### src/rtl/tpram_wr_arb.sv
// Write-port controller for the 512x64 math-unit TPRAM: round-robin share of the
// single write port between eFPGA fabric writes and the math-block result stream.
module tpram_wr_arb (
  input  logic        EFPGA_TPRAM_W_CLK,
  input  logic        EFPGA_TPRAM_W_RSTN,
  input  logic        FAB_REQ,
  input  logic [11:0] FAB_ADDR,
  input  logic [1:0]  FAB_MODE,
  input  logic [31:0] FAB_DATA,
  output logic        FAB_GNT,
  input  logic        MATHB_VALID,
  input  logic [31:0] MATHB_DATA,
  output logic        MATHB_RDY,
  input  logic [11:0] CFG_MB_BASE,
  input  logic [9:0]  CFG_MB_LEN,
  input  logic        CFG_MB_CIRC,
  input  logic        CFG_MB_START,
  input  logic        CFG_MB_STOP,
  input  logic        TPRAM_POWERDN,
  output logic        MB_BUSY,
  output logic        MB_DONE,
  output logic        MB_WRAP,
  output logic [10:0] MB_WCNT,
  output logic        EFPGA_TPRAM_WE,
  output logic        EFPGA_TPRAM_WDSEL,
  output logic [1:0]  EFPGA_TPRAM_W_MODE,
  output logic [11:0] EFPGA_TPRAM_W_ADDR,
  output logic [31:0] EFPGA_TPRAM_W_DATA,
  output logic [31:0] MATHB_TPRAM_W_DATA
);

  typedef enum logic {IDLE = 1'b0, RUN = 1'b1} state_t;

  state_t      state_q, state_d;
  logic [9:0]  base_q, base_d;
  logic [9:0]  len_q, len_d;
  logic        circ_q, circ_d;
  logic [9:0]  offset_q, offset_d;
  logic [10:0] wcnt_q, wcnt_d;
  logic        last_mb_q, last_mb_d;
  logic        done_q, done_d;
  logic        wrap_q, wrap_d;
  logic        we_q, we_d;
  logic        wdsel_q, wdsel_d;
  logic [1:0]  w_mode_q, w_mode_d;
  logic [11:0] w_addr_q, w_addr_d;
  logic [31:0] w_data_q, w_data_d;
  logic [31:0] mb_data_q, mb_data_d;

  logic        fab_req, mb_req, fab_gnt, mb_gnt;
  logic [9:0]  word_idx;

  // Grants are also held off while reset is asserted so every output reads 0.
  assign fab_req  = FAB_REQ & ~TPRAM_POWERDN & EFPGA_TPRAM_W_RSTN;
  assign mb_req   = (state_q == RUN) & MATHB_VALID & ~TPRAM_POWERDN & EFPGA_TPRAM_W_RSTN;
  assign fab_gnt  = fab_req & (~mb_req | last_mb_q);
  assign mb_gnt   = mb_req & (~fab_req | ~last_mb_q);
  assign word_idx = base_q + offset_q;

  assign FAB_GNT            = fab_gnt;
  assign MATHB_RDY          = mb_gnt;
  assign MB_BUSY            = (state_q == RUN);
  assign MB_DONE            = done_q;
  assign MB_WRAP            = wrap_q;
  assign MB_WCNT            = wcnt_q;
  assign EFPGA_TPRAM_WE     = we_q;
  assign EFPGA_TPRAM_WDSEL  = wdsel_q;
  assign EFPGA_TPRAM_W_MODE = w_mode_q;
  assign EFPGA_TPRAM_W_ADDR = w_addr_q;
  assign EFPGA_TPRAM_W_DATA = w_data_q;
  assign MATHB_TPRAM_W_DATA = mb_data_q;

  always_comb begin
    state_d   = state_q;
    base_d    = base_q;
    len_d     = len_q;
    circ_d    = circ_q;
    offset_d  = offset_q;
    wcnt_d    = wcnt_q;
    done_d    = 1'b0;
    wrap_d    = 1'b0;
    last_mb_d = last_mb_q;

    if (mb_gnt) begin
      last_mb_d = 1'b1;
      if (wcnt_q != 11'd1024) wcnt_d = wcnt_q + 11'd1;
      if (offset_q == len_q) begin
        offset_d = 10'd0;
        if (circ_q) begin
          wrap_d = 1'b1;
        end else begin
          done_d  = ~CFG_MB_STOP;
          state_d = IDLE;
        end
      end else begin
        offset_d = offset_q + 10'd1;
      end
    end else if (fab_gnt) begin
      last_mb_d = 1'b0;
    end

    // STOP overrides both START and end-of-window; the word granted this cycle still lands.
    if (CFG_MB_STOP) begin
      state_d = IDLE;
    end else if (state_q == IDLE && CFG_MB_START) begin
      state_d  = RUN;
      base_d   = CFG_MB_BASE[11:2];
      len_d    = CFG_MB_LEN;
      circ_d   = CFG_MB_CIRC;
      offset_d = 10'd0;
      wcnt_d   = 11'd0;
    end
  end

  always_comb begin
    we_d      = fab_gnt | mb_gnt;
    wdsel_d   = wdsel_q;
    w_mode_d  = w_mode_q;
    w_addr_d  = w_addr_q;
    w_data_d  = w_data_q;
    mb_data_d = mb_data_q;
    if (mb_gnt) begin
      wdsel_d   = 1'b1;
      w_mode_d  = 2'b00;
      w_addr_d  = {word_idx, 2'b00};
      mb_data_d = MATHB_DATA;
    end else if (fab_gnt) begin
      wdsel_d  = 1'b0;
      w_mode_d = FAB_MODE;
      w_addr_d = FAB_ADDR;
      w_data_d = FAB_DATA;
    end
  end

  always_ff @(posedge EFPGA_TPRAM_W_CLK or negedge EFPGA_TPRAM_W_RSTN) begin
    if (!EFPGA_TPRAM_W_RSTN) begin
      state_q   <= IDLE;
      base_q    <= '0;
      len_q     <= '0;
      circ_q    <= 1'b0;
      offset_q  <= '0;
      wcnt_q    <= '0;
      last_mb_q <= 1'b1;
      done_q    <= 1'b0;
      wrap_q    <= 1'b0;
      we_q      <= 1'b0;
      wdsel_q   <= 1'b0;
      w_mode_q  <= '0;
      w_addr_q  <= '0;
      w_data_q  <= '0;
      mb_data_q <= '0;
    end else begin
      state_q   <= state_d;
      base_q    <= base_d;
      len_q     <= len_d;
      circ_q    <= circ_d;
      offset_q  <= offset_d;
      wcnt_q    <= wcnt_d;
      last_mb_q <= last_mb_d;
      done_q    <= done_d;
      wrap_q    <= wrap_d;
      we_q      <= we_d;
      wdsel_q   <= wdsel_d;
      w_mode_q  <= w_mode_d;
      w_addr_q  <= w_addr_d;
      w_data_q  <= w_data_d;
      mb_data_q <= mb_data_d;
    end
  end

endmodule

### config.mk
export PLATFORM = sky130hd
export DESIGN_NAME = tpram_wr_arb
export DESIGN_NICKNAME = d
export VERILOG_FILES = /design/src/rtl/tpram_wr_arb.sv
export SDC_FILE = /design/constraint.sdc
export NUM_CORES = 1
export LEC_CHECK = 0
export BUFFER_PORTS_ARGS = -buffer_cell sky130_fd_sc_hd__buf_2
export CAP_MARGIN = 5
export CELL_PAD_IN_SITES_DETAIL_PLACEMENT = 1
export CELL_PAD_IN_SITES_GLOBAL_PLACEMENT = 2
export CORE_MARGIN = 1
export CORE_UTILIZATION = 32
export DETAILED_ROUTE_END_ITERATION = 10
export PLACE_DENSITY_LB_ADDON = 0.1
export SYNTH_ARGS = -nofsm -noshare
export SYNTH_HDL_FRONTEND = slang
export SYNTH_SLANG_ARGS = --single-unit
### constraint.sdc
create_clock -name EFPGA_TPRAM_W_CLK -period 4.3 [get_ports EFPGA_TPRAM_W_CLK]
set_input_delay 0 -clock EFPGA_TPRAM_W_CLK [delete_from_list [all_inputs] [get_ports EFPGA_TPRAM_W_CLK]]
set_output_delay 0 -clock EFPGA_TPRAM_W_CLK [all_outputs]
set_load 0.02 [all_outputs]
==> run_results.csv <==
group,metric,value,unit
grt,grt_max_degree,86,
die,start_util,0.3313,
grt,grt_use_met3,0.04875,
logic_synthesis,netlist.area_leader.share,0.5613,
logic_synthesis,synth_compound_area_frac,0.05231,
cells_and_area,drive_gt1_frac,0.3275,
logic_synthesis,synth.mux.area_fraction,0.08711,
die,die_y,134.0,microns
detailed_routing,drt_iter0_markers,171,
sta,finalWorstSetupSlack,1.138,ns
worst_setup_path,critPathMaxFanout,85,
logic_synthesis,synth.ff_latch_count,126,
worst_setup_path,end_kind,"primary output",
logic_synthesis,synth_nets,653,
placement,dp_hpwl,11280,microns
logic_synthesis,synth_edf_count,0,
sta,max_freq,316.3,MHz
detailed_routing,detail_route.vias_per_cell,4.605,
clocking,cts_hold_buf,103,
logic_synthesis,synthesis.area,5573,sq um
sta,period_share,0.7353,
power,powerDensity,458.5,nW/um^2
job,cap_violations,0,
detailed_routing,routed_wl,17380,microns
clocking,cts_root_buf,"clkbuf_16",
logic_synthesis,synth_simple_gate_area_frac,0.1877,
grt,grt_util_met2,0.3621,
cells_and_area,nFillCells,1913,
detailed_routing,firstDrtPassIters,4,
logic_synthesis,async_flop_share,1.000,
logic_synthesis,yosysSeqAreaShare,0.5660,
worst_setup_path,cp.arrival,3.16,ns
logic_synthesis,synth-xor-area-share,0.05344,
sta,setup_tns,0,ns
logic_synthesis,yosys-top-cells-area,"dfrtp_1, nand2_1, mux2_2",
cells_and_area,fin_nets,960,
clocking,cts_sinks,126,
detailed_routing,via_count,4946,
grt,grt_overflow_total,0,
clocking,clk_latency,0.43,ns
sta,slew_viol_final,0,
grt,busiest_layer,"met2",
logic_synthesis,synth_ff_type,"dfrtp_1",
placement,dp_slack,1.350,ns
placement,placed_area,6795,sq um
grt,antenna_found_initial,2,
clocking,post_cts_buffers,0,
worst_setup_path,critPathKind,"in -> out",
power,ir_drop,0.0002896,V
sta,worst_slew_pin_slew,0.7652,ns
worst_setup_path,worstPathRequired,4.30,ns
die,ioPinCount,204,
die,dieArea,17950,sq um
clocking,htree_levels,4,
grt,grt_pass1_wl,28170,microns
grt,grt.total_usage,0.2051,
sta,fin_skew,0.01251,ns
logic_synthesis,synth_warnings,0,
logic_synthesis,avgSynthCellArea,10.48,sq um
detailed_routing,antenna_left,0,
power,p_leak,0.004415,uW
sta,rsz0062_at_grt,"no",
hold_path,hold_path.class,"in -> reg",
clocking,cts_tree,"built",
grt,grt_pass1_vias,5290,
sta,hold_viol,0,
sta,worst_slew_margin_rel,0.4898,
logic_synthesis,synth_top_family_by_area,"simple AND/OR/NAND/NOR gates",
clocking,clk_path_buf_depth,2,
clocking,cts_made_buffers,17,
die,die_w,134.0,microns
clocking,path_clk_slew,0.06,ns
placement,gp_congestion,0.7750,
clocking,ctsResizeCount,0,
logic_synthesis,yosysTopAreaCell,"dfrtp_1",
run_status,status,"finished, final reports clean",
placement,io_buffers,201,
sta,report.final.setup_viol,0,
cells_and_area,stdcell_area,8438,sq um
cells_and_area,final_util,0.5017,
die,core.rowCount,47,
cells_and_area,regArea,3154,sq um
die,coreArea,16820,sq um
detailed_routing,wl_per_cell,16.18,microns
logic_synthesis,syn_inst,532,
detailed_routing,drc,0,
worst_setup_path,critPathLaunchType,"input port",
cells_and_area,area_growth,51.41,%
grt,met1_usage,0.2433,
cells_and_area,multi_input_area,2303,sq um
logic_synthesis,yosysUniqueCellTypes,46,
sta,min_period,3.162,ns
logic_synthesis,synth_fa_ha_area_frac,0.03053,
-- final cells by class --
type	count	area share
Antenna cell	2	0.0005931
Clock buffer	18	0.05205
Clock inverter	14	0.01987
Inverter	6	0.003262
Multi-Input combinational cell	381	0.2730
Sequential cell	126	0.3738
Tap cell	220	0.03262
Timing Repair Buffer	307	0.2448
-- final timing paths --
path | slack (ns) | depth (start not counted) | to | start
max in group asynchronous | 2.96 | 3 | MATHB_TPRAM_W_DATA[13] | EFPGA_TPRAM_W_RSTN
worst min-delay path | 0.05 | 4 | last_mb_q | TPRAM_POWERDN
min in group asynchronous | 0.20 | 2 | EFPGA_TPRAM_W_DATA[14] | EFPGA_TPRAM_W_RSTN
worst max-delay path | 1.14 | 8 | FAB_GNT | EFPGA_TPRAM_W_RSTN
worst max register to register | 1.40 | 6 | EFPGA_TPRAM_W_DATA[23] | MB_BUSY
worst min register to register | 0.46 | 1 | MB_DONE | circ_q
-- layer usage --
| layer | share of wire | wire (microns) |
|---|---|---|
| met5 | 0 | 0 |
| met4 | 0.015 | 252 |
| met2 | 0.51 | 8821 |
| met3 | 0.050 | 863 |
| met1 | 0.43 | 7441 |
-- cell usage in the layout (no fill, tap or decap), types with 2 or more instances in the layout --
master / netlist / routed
diode_2: 0 / 2
nor2_1: 25 / 24
ha_1: 12 / 12
nand3_1: 4 / 4
nor4_1: 3 / 3
o21ai_0: 15 / 15
mux2i_1: 5 / 5
mux2_4: 14 / 14
dfrtp_1: 125 / 125
xor2_1: 25 / 25
o21ai_1: 2 / 2
o22ai_1: 2 / 2
nor3b_2: 2 / 3
clkinvlp_4: 0 / 3
a22oi_1: 3 / 3
a21oi_1: 11 / 11
dlygate4sd3_1: 0 / 103
buf_2: 5 / 200
a211oi_1: 3 / 3
nor3_1: 3 / 3
a21o_1: 4 / 4
bufinv_16: 0 / 3
clkbuf_16: 0 / 17
xnor2_1: 9 / 9
a22o_1: 2 / 2
and4_1: 2 / 2
buf_4: 0 / 3
mux2_2: 20 / 20
nand4_1: 7 / 7
inv_1: 5 / 5
and3_1: 4 / 4
clkinv_4: 1 / 4
nand2_1: 188 / 188
o21bai_1: 2 / 2
clkinv_2: 0 / 4
-- kinds of logic after synthesis --
| family | count (synthesis) |
|---|---|
| compound gates | 48 |
| xor+xnor | 34 |
| fa+ha+maj | 13 |
| buf+inv | 25 |
| flops | 126 |
| mux | 39 |
| simple gates | 247 |
-- power breakdown --
group	switching, uW	internal (uW)	total (uW)
clock network	558	925	1480
registers	121	1390	1510
logic	504	370	875
total	1180	2690	3870
-- stage by stage --
stage,power (uW),hold WS [ns],std cells
global placement,2308,0.09926,937
finish,3868,0.04800,1074
CTS,3905,0.03905,1072
detailed placement,2333,0.1051,937
global route,4062,0.06290,1074
floorplan,1989,-0.2956,532
-- sequential cells by signal (all words and copies together), names as in the netlist --
register            cells
MB_DONE                 1
len_q                  10
circ_q                  1
MB_BUSY                 1
MB_WCNT                11
last_mb_q               1
EFPGA_TPRAM_W_ADDR     12
EFPGA_TPRAM_W_MODE      2
offset_q               10
MB_WRAP                 1
base_q                 10
EFPGA_TPRAM_W_DATA     32
MATHB_TPRAM_W_DATA     32
EFPGA_TPRAM_WDSEL       1
EFPGA_TPRAM_WE          1
-- synthesized netlist by cell type, types with 7 or more instances --
cell        n
nand2_1   188
dfrtp_1   125
nor2_1     25
xor2_1     25
mux2_2     20
o21ai_0    15
mux2_4     14
ha_1       12
a21oi_1    11
clkbuf_1   10
xnor2_1     9
nand4_1     7
-- worst max-delay path, cell delays in order --
cell and delay (ns):
dlygate4sd3_1 0.55, buf_6 0.33, and4b_4 0.33, nand2_4 0.40
clkinv_4 0.49, nor2_4 0.21, buf_4 0.47, buf_2 0.27
No activity file was read; power rests on OpenSTA's default activity.
